==> src/rtl/imm_pkg.sv <==
// Shared types for the immediate-generation pipeline: format encodings and buffer entry layout.
// Buffer entries are sized for the widest legal configuration; unused upper bits are constant zero.
package imm_pkg;

    typedef enum logic [2:0] {
        ImmI     = 3'b000,
        ImmS     = 3'b001,
        ImmB     = 3'b010,
        ImmJ     = 3'b011,
        ImmU     = 3'b100,
        ImmShamt = 3'b101,
        ImmZimm  = 3'b110,
        ImmRsvd  = 3'b111
    } immsrc_e;

    localparam int unsigned ImmWMax = 64;
    localparam int unsigned TagWMax = 16;

    typedef struct packed {
        logic [ImmWMax-1:0] imm;
        logic [TagWMax-1:0] tag;
        logic               illegal;
    } imm_entry_t;

endpackage

==> src/rtl/imm_gen_pipe_if.sv <==
// Upstream instruction and downstream immediate handshakes of imm_gen_pipe.
// master drives entries in and consumes results; slave is the pipeline itself.
interface imm_gen_pipe_if #(
    parameter int unsigned XLEN  = 32,
    parameter int unsigned TAG_W = 5
);
    logic             in_valid;
    logic             in_ready;
    logic [31:0]      in_instr;
    logic [2:0]       in_immsrc;
    logic [TAG_W-1:0] in_tag;
    logic             out_valid;
    logic             out_ready;
    logic [XLEN-1:0]  out_imm;
    logic [TAG_W-1:0] out_tag;
    logic             out_illegal;

    modport master (
        output in_valid, in_instr, in_immsrc, in_tag, out_ready,
        input  in_ready, out_valid, out_imm, out_tag, out_illegal
    );

    modport slave (
        input  in_valid, in_instr, in_immsrc, in_tag, out_ready,
        output in_ready, out_valid, out_imm, out_tag, out_illegal
    );
endinterface

==> src/rtl/imm_decode.sv <==
// Combinational RISC-V immediate extraction for one instruction word.
// Format 110 (CSR uimm) is decoded only when IMM_GEN_ZIMM_EN is defined; otherwise it is reserved.
module imm_decode
    import imm_pkg::*;
#(
    parameter int unsigned XLEN = 32
) (
    input  logic [31:0]     instr_i,
    input  immsrc_e         immsrc_i,
    output logic [XLEN-1:0] imm_o,
    output logic            illegal_o
);

    // Opcode bits never contribute to any immediate.
    logic unused_opcode;
    assign unused_opcode = ^instr_i[6:0];

    always_comb begin
        imm_o     = '0;
        illegal_o = 1'b0;
        unique case (immsrc_i)
            ImmI:     imm_o = XLEN'($signed(instr_i[31:20]));
            ImmS:     imm_o = XLEN'($signed({instr_i[31:25], instr_i[11:7]}));
            ImmB:     imm_o = XLEN'($signed({instr_i[31], instr_i[7], instr_i[30:25],
                                             instr_i[11:8], 1'b0}));
            ImmJ:     imm_o = XLEN'($signed({instr_i[31], instr_i[19:12], instr_i[20],
                                             instr_i[30:21], 1'b0}));
            ImmU:     imm_o = XLEN'($signed({instr_i[31:12], 12'b0}));
            ImmShamt: imm_o = (XLEN == 64) ? XLEN'(instr_i[25:20]) : XLEN'(instr_i[24:20]);
`ifdef IMM_GEN_ZIMM_EN
            ImmZimm:  imm_o = XLEN'(instr_i[19:15]);
`endif
            default: begin
                imm_o     = '0;
                illegal_o = 1'b1;
            end
        endcase
    end

endmodule

==> src/rtl/imm_gen_pipe.sv <==
// Immediate generator followed by a DEPTH-entry in-order output buffer with valid/ready handshakes.
// Optional macro IMM_GEN_ZIMM_EN enables the CSR uimm format in imm_decode.
module imm_gen_pipe
    import imm_pkg::*;
#(
    parameter int unsigned XLEN  = 32,
    parameter int unsigned DEPTH = 2,
    parameter int unsigned TAG_W = 5
) (
    input  logic           clk,
    input  logic           rst_n,
    input  logic           flush,
    imm_gen_pipe_if.slave  bus
);

    localparam int unsigned PtrW = (DEPTH > 1) ? $clog2(DEPTH) : 1;
    localparam int unsigned CntW = $clog2(DEPTH + 1);

    logic [PtrW-1:0] wr_ptr_q, wr_ptr_d;
    logic [PtrW-1:0] rd_ptr_q, rd_ptr_d;
    logic [CntW-1:0] count_q, count_d;
    imm_entry_t      mem_q [DEPTH];
    imm_entry_t      mem_d [DEPTH];

    logic            push;
    logic            pop;
    logic [XLEN-1:0] dec_imm;
    logic            dec_illegal;
    imm_entry_t      new_entry;
    imm_entry_t      head;

    imm_decode #(
        .XLEN (XLEN)
    ) u_imm_decode (
        .instr_i   (bus.in_instr),
        .immsrc_i  (immsrc_e'(bus.in_immsrc)),
        .imm_o     (dec_imm),
        .illegal_o (dec_illegal)
    );

    // Readiness depends only on registered occupancy, never on same-cycle out_ready.
    assign bus.in_ready  = (count_q < CntW'(DEPTH));
    assign bus.out_valid = (count_q != '0);

    assign push = bus.in_valid & bus.in_ready & ~flush;
    assign pop  = bus.out_valid & bus.out_ready & ~flush;

    always_comb begin
        new_entry         = '0;
        new_entry.imm     = ImmWMax'(dec_imm);
        new_entry.tag     = TagWMax'(bus.in_tag);
        new_entry.illegal = dec_illegal;
    end

    always_comb begin
        wr_ptr_d = wr_ptr_q;
        rd_ptr_d = rd_ptr_q;
        count_d  = count_q;
        mem_d    = mem_q;
        if (flush) begin
            wr_ptr_d = '0;
            rd_ptr_d = '0;
            count_d  = '0;
        end else begin
            if (push) begin
                mem_d[wr_ptr_q] = new_entry;
                wr_ptr_d = (wr_ptr_q == PtrW'(DEPTH - 1)) ? '0 : wr_ptr_q + 1'b1;
            end
            if (pop) begin
                rd_ptr_d = (rd_ptr_q == PtrW'(DEPTH - 1)) ? '0 : rd_ptr_q + 1'b1;
            end
            count_d = count_q + CntW'(push) - CntW'(pop);
        end
    end

    always_ff @(posedge clk or negedge rst_n) begin
        if (!rst_n) begin
            wr_ptr_q <= '0;
            rd_ptr_q <= '0;
            count_q  <= '0;
            for (int i = 0; i < DEPTH; i++) begin
                mem_q[i] <= '0;
            end
        end else begin
            wr_ptr_q <= wr_ptr_d;
            rd_ptr_q <= rd_ptr_d;
            count_q  <= count_d;
            mem_q    <= mem_d;
        end
    end

    // Head is read straight from storage, so it stays stable while the consumer stalls.
    assign head            = mem_q[rd_ptr_q];
    assign bus.out_imm     = head.imm[XLEN-1:0];
    assign bus.out_tag     = head.tag[TAG_W-1:0];
    assign bus.out_illegal = head.illegal;

    logic unused_head;
    assign unused_head = ^{head.imm, head.tag};

endmodule

==> src/flat_wrapper.sv <==
// flat-port wrapper written by rule: the top's interface ports become plain ports
module imm_gen_pipe_flat import imm_pkg::*;
#(
    parameter int unsigned XLEN  = 32,
    parameter int unsigned DEPTH = 2,
    parameter int unsigned TAG_W = 5
)
  (clk, rst_n, flush, bus_in_valid, bus_in_instr, bus_in_immsrc, bus_in_tag, bus_out_ready, bus_in_ready, bus_out_valid, bus_out_imm, bus_out_tag, bus_out_illegal);
  imm_gen_pipe_if #(.XLEN(XLEN), .TAG_W(TAG_W)) bus_i ();
  input  logic clk;
  input  logic rst_n;
  input  logic flush;
  input wire logic [$bits(bus_i.in_valid)-1:0] bus_in_valid;
  input wire logic [$bits(bus_i.in_instr)-1:0] bus_in_instr;
  input wire logic [$bits(bus_i.in_immsrc)-1:0] bus_in_immsrc;
  input wire logic [$bits(bus_i.in_tag)-1:0] bus_in_tag;
  input wire logic [$bits(bus_i.out_ready)-1:0] bus_out_ready;
  output wire logic [$bits(bus_i.in_ready)-1:0] bus_in_ready;
  output wire logic [$bits(bus_i.out_valid)-1:0] bus_out_valid;
  output wire logic [$bits(bus_i.out_imm)-1:0] bus_out_imm;
  output wire logic [$bits(bus_i.out_tag)-1:0] bus_out_tag;
  output wire logic [$bits(bus_i.out_illegal)-1:0] bus_out_illegal;
  assign bus_i.in_valid = bus_in_valid;
  assign bus_i.in_instr = bus_in_instr;
  assign bus_i.in_immsrc = bus_in_immsrc;
  assign bus_i.in_tag = bus_in_tag;
  assign bus_i.out_ready = bus_out_ready;
  assign bus_in_ready = bus_i.in_ready;
  assign bus_out_valid = bus_i.out_valid;
  assign bus_out_imm = bus_i.out_imm;
  assign bus_out_tag = bus_i.out_tag;
  assign bus_out_illegal = bus_i.out_illegal;
  imm_gen_pipe #(.XLEN(XLEN), .DEPTH(DEPTH), .TAG_W(TAG_W)) u_core (.clk(clk), .rst_n(rst_n), .flush(flush), .bus(bus_i));
endmodule
==> config.mk <==
export PLATFORM = sky130hd
export DESIGN_NAME = imm_gen_pipe_flat
export DESIGN_NICKNAME = d
export VERILOG_FILES = /design/src/rtl/imm_pkg.sv /design/src/rtl/imm_gen_pipe_if.sv /design/src/rtl/imm_decode.sv /design/src/rtl/imm_gen_pipe.sv /design/src/flat_wrapper.sv
export SDC_FILE = /design/constraint.sdc
export NUM_CORES = 1
export LEC_CHECK = 0
export ABC_AREA = 1
export CELL_PAD_IN_SITES_DETAIL_PLACEMENT = 1
export CELL_PAD_IN_SITES_GLOBAL_PLACEMENT = 1
export CORE_ASPECT_RATIO = 1.4
export CORE_UTILIZATION = 36
export DETAILED_ROUTE_END_ITERATION = 10
export PLACE_DENSITY_LB_ADDON = 0.1
export SLEW_MARGIN = 20
export SYNTH_ARGS = -nofsm -noshare
export SYNTH_HDL_FRONTEND = slang
export SYNTH_SLANG_ARGS = --single-unit
==> constraint.sdc <==
create_clock -name clk -period 1.8 [get_ports clk]
set_input_delay 0.27 -clock clk [delete_from_list [all_inputs] [get_ports clk]]
set_output_delay 0.27 -clock clk [all_outputs]
set_load 0.005 [all_outputs]
==> results of run 1 <==
[sequential cells by signal (all words and copies together) (netlist names)]
| signal | count |
|---|---|
| u_core.mem_q | 76 |
| u_core.rd_ptr_q | 1 |
| u_core.count_q | 2 |
| u_core.wr_ptr_q | 1 |
[path summary, 6_finish.rpt]
kind | from | endpoint | slack [ns]
min reg2reg | u_core.mem_q[30] | u_core.mem_q[30] | 0.48
min | rst_n | u_core.mem_q[85] | 0.43
min in group clk | u_core.mem_q[30] | u_core.mem_q[30] | 0.48
max | u_core.rd_ptr_q | bus_out_imm[30] | 0.02
max in group asynchronous | rst_n | u_core.mem_q[81] | 0.83
max reg2reg | u_core.count_q[1] | u_core.count_q[1] | 0.31
[worst max-delay path, stage by stage (launching register included)]
cell	delay (ns)
dfrtp_2	0.46
buf_4	0.17
clkbuf_16	0.17
nand2_1	0.07
nand2_1	0.05
dlygate4sd2_1	0.25
[stage by stage]
stage / area, um2 / worst slack (ns) / TNS (ns)
after floorplan: 3890 / 0.386 / 0
after global placement: 4910 / 0.0966 / 0
after detailed placement: 4910 / 0.0423 / 0
after CTS: 5230 / -0.174 / -0.980
after global routing: 5280 / -0.0220 / -0.0462
final: 5280 / 0.0232 / 0
[cells in the final DEF (no fill, tap or decap), types with 8 or more instances in the layout]
master,n
nand2_1,280
dfrtp_1,79
o21ai_0,45
inv_1,39
clkdlybuf4s50_1,38
buf_4,17
clkbuf_2,17
o21ai_1,11
nand3_1,11
clkbuf_16,10
clkdlybuf4s15_1,10
nor2_1,9
nand2_2,8
buf_12,8
[layer usage]
layer / vias to the layer above / GRT usage (%) / part of all wire, %
li1: 1788 / - / -
met1: 1740 / 27.1 / 46
met2: 72 / 36.6 / 49
met3: 14 / 3.04 / 2.9
met4: 0 / 6.83 / 1.8
met5: - / 0 / 0
[cell usage after synthesis (2+ instances only)]
cell type	n	share of area, %
nand4_1	2	0.32
inv_2	3	0.29
ha_1	2	0.64
o21ai_1	10	1.3
nand3_1	11	1.4
buf_4	4	0.77
inv_1	40	3.9
buf_6	3	0.87
o21ai_0	49	6.3
nand2_2	6	0.96
clkbuf_1	10	0.96
nor2_4	2	0.58
buf_2	8	1.0
nand2_1	282	27
nor2_1	9	0.87
dfrtp_1	80	51
[report_power, final]
group	switching, uW	internal (uW)	total [uW]
logic	1070	1000	2080
clock network	698	997	1690
registers	315	2400	2710
total	2090	4400	6480
[cell type report]
cell class,instances,area [um2],area share [%]
well taps,138,173,3.27
clock inverters,3,17.5,0.332
clock buffers,12,256,4.85
inverters,43,166,3.15
multi-input cells,378,1610,30.4
flip-flops and latches,80,2000,37.9
repair buffers,106,1060,20.1
[repair_timing]
item | 4_1_cts | 5_1_grt
gates resized for setup | 45 | 57
hold buffers | 1 | 0
endpoints found under the hold margin | 32 | 0
endpoints found under the setup margin | 38 | 7
buffers inserted | 2 | 4
gates cloned | 1 | 1
[cells by family (layout without fill, tap and decap cells)]
| kind of cell | count (synthesis) | after routing | share of synthesized area (%) |
|---|---|---|---|
| flip-flops | 80 | 80 | 51.4 |
| AO/OA/AOI/OAI | 62 | 62 | 8.42 |
| XOR/XNOR | 2 | 2 | 0.450 |
| adder cells (fa/ha/maj) | 2 | 2 | 0.642 |
| buffers and inverters | 68 | 164 | 7.77 |
| AND/OR/NAND/NOR | 312 | 312 | 31.3 |
==> flow_summary.toml, run 1 <==
[drt]
wirelength_um = 11300
drc = 0
drt_first_iter_violations = 170
wire_per_inst_um = 14.8
vias_per_cell = 4.76
first_pass_iters = 5
ant_nets = 0
vias = 3614

[synthesis]
synth_fp_nets = 573
syn-cell-area_um2 = 3890
dominantRegCellSynth = "dfrtp_1"
synth-edff-count = 0
synth.avg_cell_area_um2 = 7.40
synth-seq-cells = 80
ys_types = 21
yosysSeqAreaShare_pct = 51.4
async_flop_share_pct = 100
synth_cells = 526
synth_warnings = 0

[clock_network]
path_clk_slew_ns = 0.06
cts.sinks = 80
cts-buffers-inserted = 9
clk_latency_ns = 0.33
cts_tree = "yes"
clockRootBuffer = "clkbuf_16"
clockBufferDepth = 2
h-tree-depth = 3

[power]
power_density_nw_per_um2 = 1230
p_total_uw = 6480
leakage_uw = 0.00290
peakVddDrop_mv = 0.480

[die]
core_um2 = 10500
die_width_um = 89.9
rows = 44
start_util_pct = 37.2
pin_count = 85
fp.dieArea_um2 = 11200
die_y_um = 125

[cells_and_area]
final_core_util_pct = 50.5
fillers = 1311
num_antenna_cells = 0
area_delta_synth_final_pct = 35.7
finish.net_count = 665
final_cells = 760
layout-drive-gt1-share_pct = 12.7

[flow_run]
maxCapViolations = 0

[global_routing]
grt_max_degree = 37
track_usage_pct = 21.1
overflow = 0
antenna_found_initial = 0
first_global_vias = 3814
grt_pass1_wl_um = 18800

[outcome]
status = "finished, final reports clean"

[sta]
worst_hold_slack_ns = 0.434
worstMarginPinSlew_ns = 0.475
clock.fmax_mhz = 563
finalHoldViolCount = 0
setup_violations = 0
relSlewSlack_pct = 68.4
maxSlewViolCount = 0
fin_skew_ns = 0.00602
period_share_pct = 98.7
min_period_ns = 1.78
rsz0062_at_grt = "true"

[placement]
routabilityCongestion = 0.874
place_inst = 736
io_buffers = 77
dp.final_hpwl_um = 7640

[setup_path]
cp-start-kind = "flip-flop"
cp.arrival_ns = 1.51
required_ns = 1.53
worstSetupPathType = "flip-flop to output port"
cp_max_fo = 13
worst_setup_path_end_kind = "output port"
reg2reg_depth = 9

[min_path]
min_path_type = "input port to asynchronous set/reset pin"
Note: power is estimated with default switching activity, not from simulation.
==> inputs of run 2 (changes only) <==
--- a/config.mk
+++ b/config.mk
@@ -11,6 +11,7 @@
 export CORE_ASPECT_RATIO = 1.4
 export CORE_UTILIZATION = 36
 export DETAILED_ROUTE_END_ITERATION = 10
+export GPL_TIMING_DRIVEN = 0
 export PLACE_DENSITY_LB_ADDON = 0.1
 export SLEW_MARGIN = 20
 export SYNTH_ARGS = -nofsm -noshare
==> run 2 against run 1 <==
Net effect:
- core utilization rose by 0.44 points
- setup slack better by 0.0057 ns
- flip-flop and latch count did not move
- final cell count rose by 1.1%
- non-clock buffer count is 7 higher
- combinational power hardly changed
- sequential power about the same
- clock power up 22%
- wire length up 4.0%
- sequential share of layout area is 0.35 points lower
==> flow_summary.toml, run 2 (synthesized netlist as in run 1, its figures left out) <==
[flow_run]
maxCapViolations = 0

[die]
core_um2 = 10500
start_util_pct = 37.2
rows = 44
fp.dieArea_um2 = 11200
die_y_um = 125
die_width_um = 89.9
pin_count = 85

[global_routing]
overflow = 0
antenna_found_initial = 0
grt_max_degree = 44
first_global_vias = 3992
grt_pass1_wl_um = 19900
track_usage_pct = 22.4

[power]
leakage_uw = 0.00288
peakVddDrop_mv = 0.557
power_density_nw_per_um2 = 1290

[drt]
wire_per_inst_um = 15.3
drt_first_iter_violations = 123
drc = 0
ant_nets = 0
first_pass_iters = 4
wirelength_um = 11700
vias_per_cell = 4.80
vias = 3684

[setup_path]
worst_r2r_endpoint = "u_core.count_q[1]"
worst_setup_path_end_kind = "output port"
reg2reg_depth = 9
cp-start-kind = "flip-flop"
required_ns = 1.53
worstSetupPathType = "flip-flop to output port"
crit_top_cell = "nand2_1"
reg2reg_setup_slack_ns = 0.27
cp_max_fo = 10
path_cells = "buf_6, buf_4, buf_8, nand2_1, nand2_1, dlygate4sd2_1"
cp.arrival_ns = 1.50
slowest_stage = "dfrtp_1"
critPathMaxStageDelay_ns = 0.38
r2r-start = "u_core.count_q[1]"

[sta]
setup_violations = 0
rsz0062_at_grt = "true"
period_share_pct = 98.4
clock.fmax_mhz = 565
setup_ws_ns = 0.0289
maxSlewViolCount = 0
fin_skew_ns = 0.00604
finalHoldViolCount = 0
min_period_ns = 1.77
worstMarginPinSlew_ns = 0.532
fin_tns_setup_ns = 0
relSlewSlack_pct = 64.5

[clock_network]
path_clk_slew_ns = 0.06
clockBufferDepth = 2
cts-buffers-inserted = 9
h-tree-depth = 3
cts_tree = "yes"
clk_latency_ns = 0.34
cts.sinks = 80
clockRootBuffer = "clkbuf_16"

[placement]
placed_area_um2 = 4860
place_inst = 742
post-place-ws_ns = -0.398
io_buffers = 77
routabilityCongestion = 0.845
dp.final_hpwl_um = 8420

[cells_and_area]
area_delta_synth_final_pct = 36.8
top_regs = "u_core.mem_q (76), u_core.count_q (2)"
largest_reg_flops = 76
final_common_cell = "nand2_1"
layout_common_cells = "nand2_1, dfrtp_1, o21ai_0"
fillers = 1312
fin_area_um2 = 5330
num_antenna_cells = 0
layout-drive-gt1-share_pct = 13.0
largest-register = "u_core.mem_q"
final_cells = 768
multi_input_area_um2 = 1610
seq_area_um2 = 2000
finish.net_count = 672

[outcome]
status = "finished, final reports clean"

[min_path]
min_path_type = "input port to asynchronous set/reset pin"
==> run 2: cell types whose count changed in the layout (fill, tap and decap cells not counted), moves of 3 or more <==
cell | previous run | this run
buf_12 | 8 | 2
buf_2 | 0 | 8
buf_4 | 17 | 13
buf_6 | 1 | 4
clkbuf_1 | 1 | 5
dlygate4sd2_1 | 5 | 9
dlymetal6s2s_1 | 6 | 1
==> run 2: final cells by class <==
class | count | area share (%)
Clock buffer | 14 | 5.14
Buffer | 24 | 4.53
Sequential cell | 80 | 37.6
Inverter | 43 | 3.17
Multi-Input combinational cell | 378 | 30.2
Clock inverter | 2 | 1.13
Tap cell | 138 | 3.24
Timing Repair Buffer | 89 | 15.1
==> run 2: worst max path at each step <==
stage,from,to,slack (ns),depth (start not counted)
after floorplan,u_core.count_q[1],u_core.count_q[1],0.39,9
after global placement,rst_n,u_core.mem_q[104],-2.47,1
after detailed placement,u_core.rd_ptr_q,bus_out_imm[18],-0.40,6
after CTS,u_core.rd_ptr_q,bus_out_imm[3],-0.12,7
after global routing,u_core.rd_ptr_q,bus_out_imm[24],-0.04,6
final,u_core.rd_ptr_q,bus_out_imm[24],0.03,6
==> run 2: repair_timing <==
action                                 CTS  global route
resized for setup                       84            43
cloned                                   1             0
endpoints found under the hold margin   37             0
setup endpoints to repair               38            19
setup buffers                            4             5
hold buffers                             1             0
==> run 2: per-layer routing <==
metal / track usage (%) / part of all wire [%]
met1: 27.5 / 43
met2: 39.6 / 51
met3: 3.95 / 3.6
met4: 7.69 / 1.8
met5: 0 / 0
==> run 2: stage by stage <==
step	utilization, %	hold WS, ns	total power [uW]
floorplan	-	-0.0256	3700
global route	51.0	0.501	7290
detailed placement	46.4	0.281	4830
global placement	46.3	0.462	4710
CTS	51.2	0.474	6910
finish	51.0	0.444	6850
==> run 2: critical path, delay by kind of cell (launching register included) <==
family,cells,cell delay (ns)
and+or+nand+nor,2,0.11
DFF,1,0.38
buffers and inverters,4,0.68
==> run 2: where the power goes <==
part / internal, uW / switching, uW
clock: 1330 / 731
combinational: 989 / 1090
sequential: 2400 / 322
total: 4720 / 2140
==> inputs of run 3 (changes only) <==
--- a/config.mk
+++ b/config.mk
@@ -9,7 +9,7 @@
 export CELL_PAD_IN_SITES_DETAIL_PLACEMENT = 1
 export CELL_PAD_IN_SITES_GLOBAL_PLACEMENT = 1
 export CORE_ASPECT_RATIO = 1.4
-export CORE_UTILIZATION = 36
+export CORE_UTILIZATION = 39
 export DETAILED_ROUTE_END_ITERATION = 10
 export GPL_TIMING_DRIVEN = 0
 export PLACE_DENSITY_LB_ADDON = 0.1
==> constraint.sdc (replaced) <==
create_clock -name clk -period 2.2 [get_ports clk]
set_input_delay 0.33 -clock clk [delete_from_list [all_inputs] [get_ports clk]]
set_output_delay 0.33 -clock clk [all_outputs]
set_load 0.005 [all_outputs]
==> run 3 against run 2 <==
Net effect:
- global-route usage rose by 1.6 points
- flip-flop and latch count stayed put
- worst hold slack improved by 0.036 ns
- register-to-register slack improved by 0.40 ns
- clock-buffer cell count unchanged
- wire length down 2.1%
- die area decreased by 7.6%
- total power fell by 18%
- critical endpoint is now bus_out_imm[23]
==> flow_summary.toml, run 3 (synthesized netlist as in run 1, its figures left out) <==
[outcome]
status = "finished, final reports clean"

[placement]
io_buffers = 77
place_inst = 736
dp.final_hpwl_um = 8180
post-place-ws_ns = -0.0702
routabilityCongestion = 0.795

[die]
fp.dieArea_um2 = 10400
core_um2 = 9560
die_y_um = 120
start_util_pct = 40.7
rows = 42
die_width_um = 86.5
pin_count = 85

[power]
leakage_uw = 0.00273
p_total_uw = 5620
power_density_nw_per_um2 = 1070
peakVddDrop_mv = 0.520

[sta]
relSlewSlack_pct = 66.1
maxSlewViolCount = 0
setup_violations = 0
clock.fmax_mhz = 468
fin_skew_ns = 0.00381
min_period_ns = 2.13
period_share_pct = 97.0
setup_ws_ns = 0.0655
finalHoldViolCount = 0
worstMarginPinSlew_ns = 0.508
rsz0062_at_grt = "true"

[cells_and_area]
final_core_util_pct = 54.9
area_delta_synth_final_pct = 34.8
fillers = 1229
final_common_cell = "nand2_1"
finish.net_count = 663
top_regs = "u_core.mem_q (76), u_core.count_q (2)"
largest-register = "u_core.mem_q"
layout_common_cells = "nand2_1, dfrtp_1, clkdlybuf4s50_1"
final_cells = 753
num_antenna_cells = 0
largest_reg_flops = 76
layout-drive-gt1-share_pct = 8.21

[setup_path]
worst_setup_path_end_kind = "output port"
reg2reg_depth = 9
worstSetupPathType = "flip-flop to output port"
required_ns = 1.87
worst_r2r_endpoint = "u_core.count_q[1]"
cp_max_fo = 10
cp-start-kind = "flip-flop"
r2r-start = "u_core.count_q[1]"
cp.arrival_ns = 1.80
reg2reg_setup_slack_ns = 0.67

[clock_network]
clockRootBuffer = "clkbuf_16"
path_clk_slew_ns = 0.06
clk_latency_ns = 0.34
cts-buffers-inserted = 9
cts.sinks = 80
post_cts_buffers = 0
cts_tree = "yes"
h-tree-depth = 3
clockBufferDepth = 2

[drt]
wire_per_inst_um = 15.2
wirelength_um = 11500
drc = 0
ant_nets = 0
first_pass_iters = 4
vias = 3704
vias_per_cell = 4.92
drt_first_iter_violations = 153

[global_routing]
first_global_vias = 3874
antenna_found_initial = 0
track_usage_pct = 24.0
grt_max_degree = 47
grt_pass1_wl_um = 19000
overflow = 0

[min_path]
hold_start = "u_core.mem_q[99]"
hold_depth = 2
min_path_type = "flip-flop to flip-flop"
whs_endpoint = "u_core.mem_q[99]"

[flow_run]
maxCapViolations = 0
[run 3: worst max-delay path by stage]
stage	startpoint	endpoint	slack [ns]	cells after the start
3_3_place_gp	rst_n	u_core.mem_q[27]	-2.10	1
2_1_floorplan	u_core.count_q[1]	u_core.count_q[1]	0.79	9
4_1_cts	u_core.rd_ptr_q	bus_out_imm[11]	0.02	4
3_5_place_dp	u_core.rd_ptr_q	bus_out_imm[19]	-0.07	6
5_1_grt	u_core.rd_ptr_q	bus_out_imm[23]	-0.01	6
6_report	u_core.rd_ptr_q	bus_out_imm[23]	0.07	6
[run 3: timing repair]
action,CTS,global route
gates resized for setup,19,4
cloned,0,0
hold endpoints to repair,34,0
hold buffers,1,0
setup endpoints to repair,38,12
[run 3: final cells by class]
cell class / instances / area, um2 / area share (%)
Tap cell: 132 / 165 / 3.15
Clock buffer: 14 / 274 / 5.22
Inverter: 43 / 164 / 3.12
Buffer: 25 / 190 / 3.62
Timing Repair Buffer: 79 / 806 / 15.3
Sequential cell: 80 / 2000 / 38.1
Multi-Input combinational cell: 378 / 1590 / 30.3
Clock inverter: 2 / 60.1 / 1.14
[run 3: report_power, final]
part	switching, uW	internal [uW]	leakage (uW)
combinational	857	884	0.00153
clock	578	1090	0.000163
sequential	256	1960	0.00104
[run 3: routing by layer]
metal  track usage, %  share of wire (%)
met1             28.6                 42
met2             41.6                 52
met3             5.05                4.3
met4             10.2                2.3
met5                0                  0
[run 3: through the flow]
stage | hold slack, ns | setup TNS [ns] | cell area, um2
2_1_floorplan | 0.0344 | 0 | 3890
3_3_place_gp | 0.462 | -167.67 | 4830
3_5_place_dp | 0.328 | -0.563 | 4860
4_1_cts | 0.484 | 0 | 5250
5_1_grt | 0.505 | -0.0440 | 5250
6_report | 0.481 | 0 | 5250
[run 3: worst max-delay path, cell delays in order, from the launching register on]
cell             delay [ns]
dfrtp_1                0.36
buf_4                  0.18
inv_4                  0.10
clkbuf_8               0.18
nand2_1                0.06
nand2_1                0.07
clkdlybuf4s50_1        0.51
==> patch 1 (flow settings as in run 3) <==
Reset style: synchronous (`rst_n`), changed in one clocked block.
--- a/src/rtl/imm_gen_pipe.sv
+++ b/src/rtl/imm_gen_pipe.sv
@@ -73,7 +73,7 @@
         end
     end
 
-    always_ff @(posedge clk or negedge rst_n) begin
+    always_ff @(posedge clk) begin
         if (!rst_n) begin
             wr_ptr_q <= '0;
             rd_ptr_q <= '0;
Formal check against the unedited RTL: differs if rst_n is asserted again (counterexample within 4 cycles, from zero or initial values and one cycle with rst_n low); with rst_n held inactive, the same outputs for 4 cycles.
==> patch 1 against run 3 <==
Clock skew up 1.1 ps. Wire length up 15%. Worst setup slack better by 3.8 ps. Synthesized area down 0.13%. Largest cell class is now multi-input combinational cells. Design area down 2.4%. Synthesized cell count up 13%. Sequential cell count unchanged.
Power is not compared: it rests on default switching activity, and its combinational part moved more than twofold at a synthesized area within 25%.
==> patch 1: results (changes against run 3) <==
filler cell count=1308 (was 1229); Pleak=2.38 nW; post-DP HPWL=9570 µm (was 8180 µm); Post-Synth XOR/XNOR Area=0.00225 (was 0.00450); met1 usage in global routing=0.287 (was 0.286); Synth Area in Adders=0.00643 (was 0.00642); Max Clock Skew=4.95 ps (was 3.81 ps); Hold Path Sink=u_core.mem_q[81] (was u_core.mem_q[99]); Setup Fix Bufs, Post-CTS=0 (unchanged); Worst Hold Depth=2 (unchanged); last element of the critical path=bus_out_imm[18] (was bus_out_imm[23]); syn avg cell area=6.52 µm² (was 7.40 µm²); placed inst area=4830 µm² (was 4860 µm²); vias in the first global route=4592 (was 3874); First DRT Iteration DRCs=155 (was 153); Reg clk slew, reported paths=60 ps (about the same); compound-gate portion of the synthesized area=0.177 (was 0.0842); synth top area cells=dfxtp_1 41%, nand2_1 14%, o21ai_0 8.4% (was dfrtp_1 51%, nand2_1 27%, o21ai_0 6.3%); max-cap viol count=0 (unchanged); Hold Slack=455 ps (was 481 ps); first-pass GRT wire length=21500 µm (was 19000 µm); synth unique cells=26 (was 21); Clock Path Buffers=2 (unchanged); FF-to-FF setup slack=580 ps (was 670 ps); Placer Congestion=0.870 (was 0.795); Async S/R FF share, synth=0 (was 1.00); final WL=13200 µm (was 11500 µm); GR Util met3=0.0328 (was 0.0505); fin nets=732 (was 663); start point of the critical path=u_core.rd_ptr_q (unchanged); r2r startpoint=u_core.count_q[1] (unchanged); status=finished, final reports clean (unchanged); post-synthesis mux area share=0 (unchanged); dpl cells=806 (was 736); initial antenna violation count=0 (unchanged); worst min-delay path class=flop to flop (unchanged); total CTS buffers=9 (unchanged); reg2reg end=u_core.count_q[1] (unchanged); drt via density=5.12 (was 4.92); GR Layer Usage met2=0.511 (was 0.416); Met2 Wirelength=7080 µm (was 5930 µm); worst relative slew slack=0.469 (was 0.661); largest net degree at the start of global routing=13 (was 47); critical hold path startpoint=u_core.mem_q[81] (was u_core.mem_q[99]); DR WL/cell=16.0 µm (was 15.2 µm); Clk power=1.39 mW; Fmax achieved=469 MHz (was 468 MHz); M1 WL=5420 µm (was 4790 µm); syn nets=644 (was 573); sequential fraction of the synthesis area=0.412 (was 0.514); most frequent cells after synthesis=150 x nand2_1, 80 x dfxtp_1, 77 x nor2_1 (was 282 x nand2_1, 80 x dfrtp_1, 49 x o21ai_0); Seq pwr share=0.445; cell taking the most area after synthesis=dfxtp_1 (was dfrtp_1); pre-CTS setup slack=13.6 ps (was -70.2 ps); gr usage total=0.269 (was 0.240); layout cells sized above 1=0.0768 (was 0.0821); WL met3=293 µm (was 497 µm)
-- patch 1: cell types whose count changed after synthesis, sizes merged, moves of 5 or more --
cell,delta
nand2,-136
dfrtp,-80
dfxtp,+80
nor2,+69
a21oi,+58
inv,+35
o21ai,+16
nand3,+14
buf,+5
clkbuf,+5
-- patch 1: layout make-up --
cell class | count | area [µm²] | area share
Buffer | 35 | 209 | 0.0408
Sequential cell | 80 | 1600 | 0.313
Clock buffer | 13 | 250 | 0.0488
Timing Repair Buffer | 77 | 773 | 0.151
Multi-Input combinational cell | 402 | 1810 | 0.353
Clock inverter | 3 | 17.5 | 0.00342
Inverter | 80 | 302 | 0.0588
Tap cell | 132 | 165 | 0.0322
-- patch 1: repair_timing --
item,CTS,global route
hold buffers,0,0
gates cloned,0,0
gates resized for setup,13,12
setup endpoints to repair,38,17
-- patch 1: worst max-delay path, stage by stage, from the launching register on --
cell and delay [ps]:
dfxtp_1 300, buf_4 170, buf_4 190, o21ai_0 240, clkdlybuf4s50_1 560
==> patch 2 (config.mk and constraints of run 3) <==
Without the edit above. The package constant `TagWMax` goes from 16 to 24.
--- a/src/rtl/imm_pkg.sv
+++ b/src/rtl/imm_pkg.sv
@@ -14,7 +14,7 @@
     } immsrc_e;
 
     localparam int unsigned ImmWMax = 64;
-    localparam int unsigned TagWMax = 16;
+    localparam int unsigned TagWMax = 24;
 
     typedef struct packed {
         logic [ImmWMax-1:0] imm;
Check against the original RTL: same outputs for any inputs over 4 cycles, from zero or initial values and one cycle with rst_n low; that may be too few to reach the edited logic, so the function may still have changed.
==> patch 2 against run 3 <==
Sequential cell count unchanged. Power down 2.1%. Critical endpoint is now bus_out_imm[20]. Clock skew up 0.76 ps. Largest power group unchanged. Hold slack worse by 160 ps. Synthesized cell count down 4.6%. Synthesized area about the same. Wire length down 2.2%. Largest cell class unchanged. Sequential power about the same. Worst setup slack worse by 1.3 ps. Design area down 1.1%. Clock power down 9.6%. Count of clock-buffer cells in the layout down 1.
==> patch 2: results (changes against run 3) <==
Inverters, non-clock=45 (was 43); pre-CTS setup slack=-28.0 ps (was -70.2 ps); P&R area growth vs syn=33.4% (was 34.8%); Max Fanout on Critical Path=10 (unchanged); largest net degree at the start of global routing=58 (was 47); synth unique cells=27 (was 21); Clock Path Buffers=2 (unchanged); filler cell count=1194 (was 1229); fraction of area in multi-input gates=0.298 (was 0.303); Hold Path Sink=u_core.mem_q[89] (was u_core.mem_q[99]); met1 usage in global routing=0.291 (was 0.286); Non-CTS buffers=104 (unchanged); critical hold path startpoint=bus_in_immsrc[2] (was u_core.mem_q[99]); First DRT Iteration DRCs=191 (was 153); multi-input gates=351 (was 378); last element of the critical path=bus_out_imm[20] (was bus_out_imm[23]); worst min-delay path class=input port to flop (was flop to flop); Placer Congestion=0.857 (was 0.795); WL met3=334 µm (was 497 µm); final WL=11200 µm (was 11500 µm); Max Clock Skew=4.57 ps (was 3.81 ps); Hold Slack=324 ps (was 481 ps); status=finished, final reports clean (unchanged); GR Util met3=0.0375 (was 0.0505); Non-clock buffer share=0.194 (was 0.190); most frequent cells after synthesis=232 x nand2_1, 80 x dfrtp_1, 40 x o21ai_0 (was 282 x nand2_1, 80 x dfrtp_1, 49 x o21ai_0); GR Layer Usage met2=0.439 (was 0.416); IO buf count=76 (was 77); DR vias=3532 (was 3704); clk_buf instances=13 (was 14); Met2 Wirelength=5970 µm (was 5930 µm); syn nets=549 (was 573); Max VDD drop=442 µV (was 520 µV); clock network share of area=0.0578 (was 0.0636); first-pass GRT wire length=18900 µm (was 19000 µm); vias in the first global route=3805 (was 3874); Yosys top cell area share=0.514 (about the same); Sw Pwr=1.70 mW (was 1.69 mW); synth top area cells=dfrtp_1 51%, nand2_1 22%, o21ai_0 5.1% (was dfrtp_1 51%, nand2_1 27%, o21ai_0 6.3%); Seq/total area=0.385 (was 0.381); Worst Hold Depth=3 (was 2); Fmax achieved=468 MHz (about the same); sequential fraction of the synthesis area=0.514 (about the same); fin nets=638 (was 663); post-DP HPWL=8360 µm (was 8180 µm); FF-to-FF setup slack=650 ps (was 670 ps); initial antenna violation count=0 (unchanged); Pleak=2.59 nW (was 2.73 nW); placed inst area=4840 µm² (was 4860 µm²); layout cells sized above 1=0.107 (was 0.0821); Slew @ Worst Pin=512 ps (was 508 ps); gr usage total=0.240 (about the same); M1 WL=4770 µm (was 4790 µm)
-- patch 2: power by group through the flow --
stage	logic (mW)	registers, mW	clock network, mW
finish	1.78	2.22	1.51
global route	2.01	2.28	1.59
CTS	1.81	2.22	1.53
detailed placement	1.77	2.25	0
global placement	1.70	2.21	0
floorplan	0.900	2.18	0
-- patch 2: timing repair --
item,in CTS,in global routing
pin swaps,0,0
buffers inserted,0,0
resized for setup,18,3
hold endpoints to repair,23,0
endpoints found under the setup margin,38,25
hold buffers,1,0
-- patch 2: logic make-up after synthesis --
logic type               share of synthesized area
AND/OR/NAND/NOR                              0.262
AO/OA/AOI/OAI                                0.124
flip-flops                                   0.514
buffers and inverters                       0.0887
XOR/XNOR                                   0.00450
adder cells (fa/ha/maj)                    0.00643
-- patch 2: per-stage QoR --
stage,setup TNS [ps],cells
after floorplan,0,502
after global placement,-167510,710
after detailed placement,-162,711
after CTS,0,728
after global routing,-104,728
final,0,728
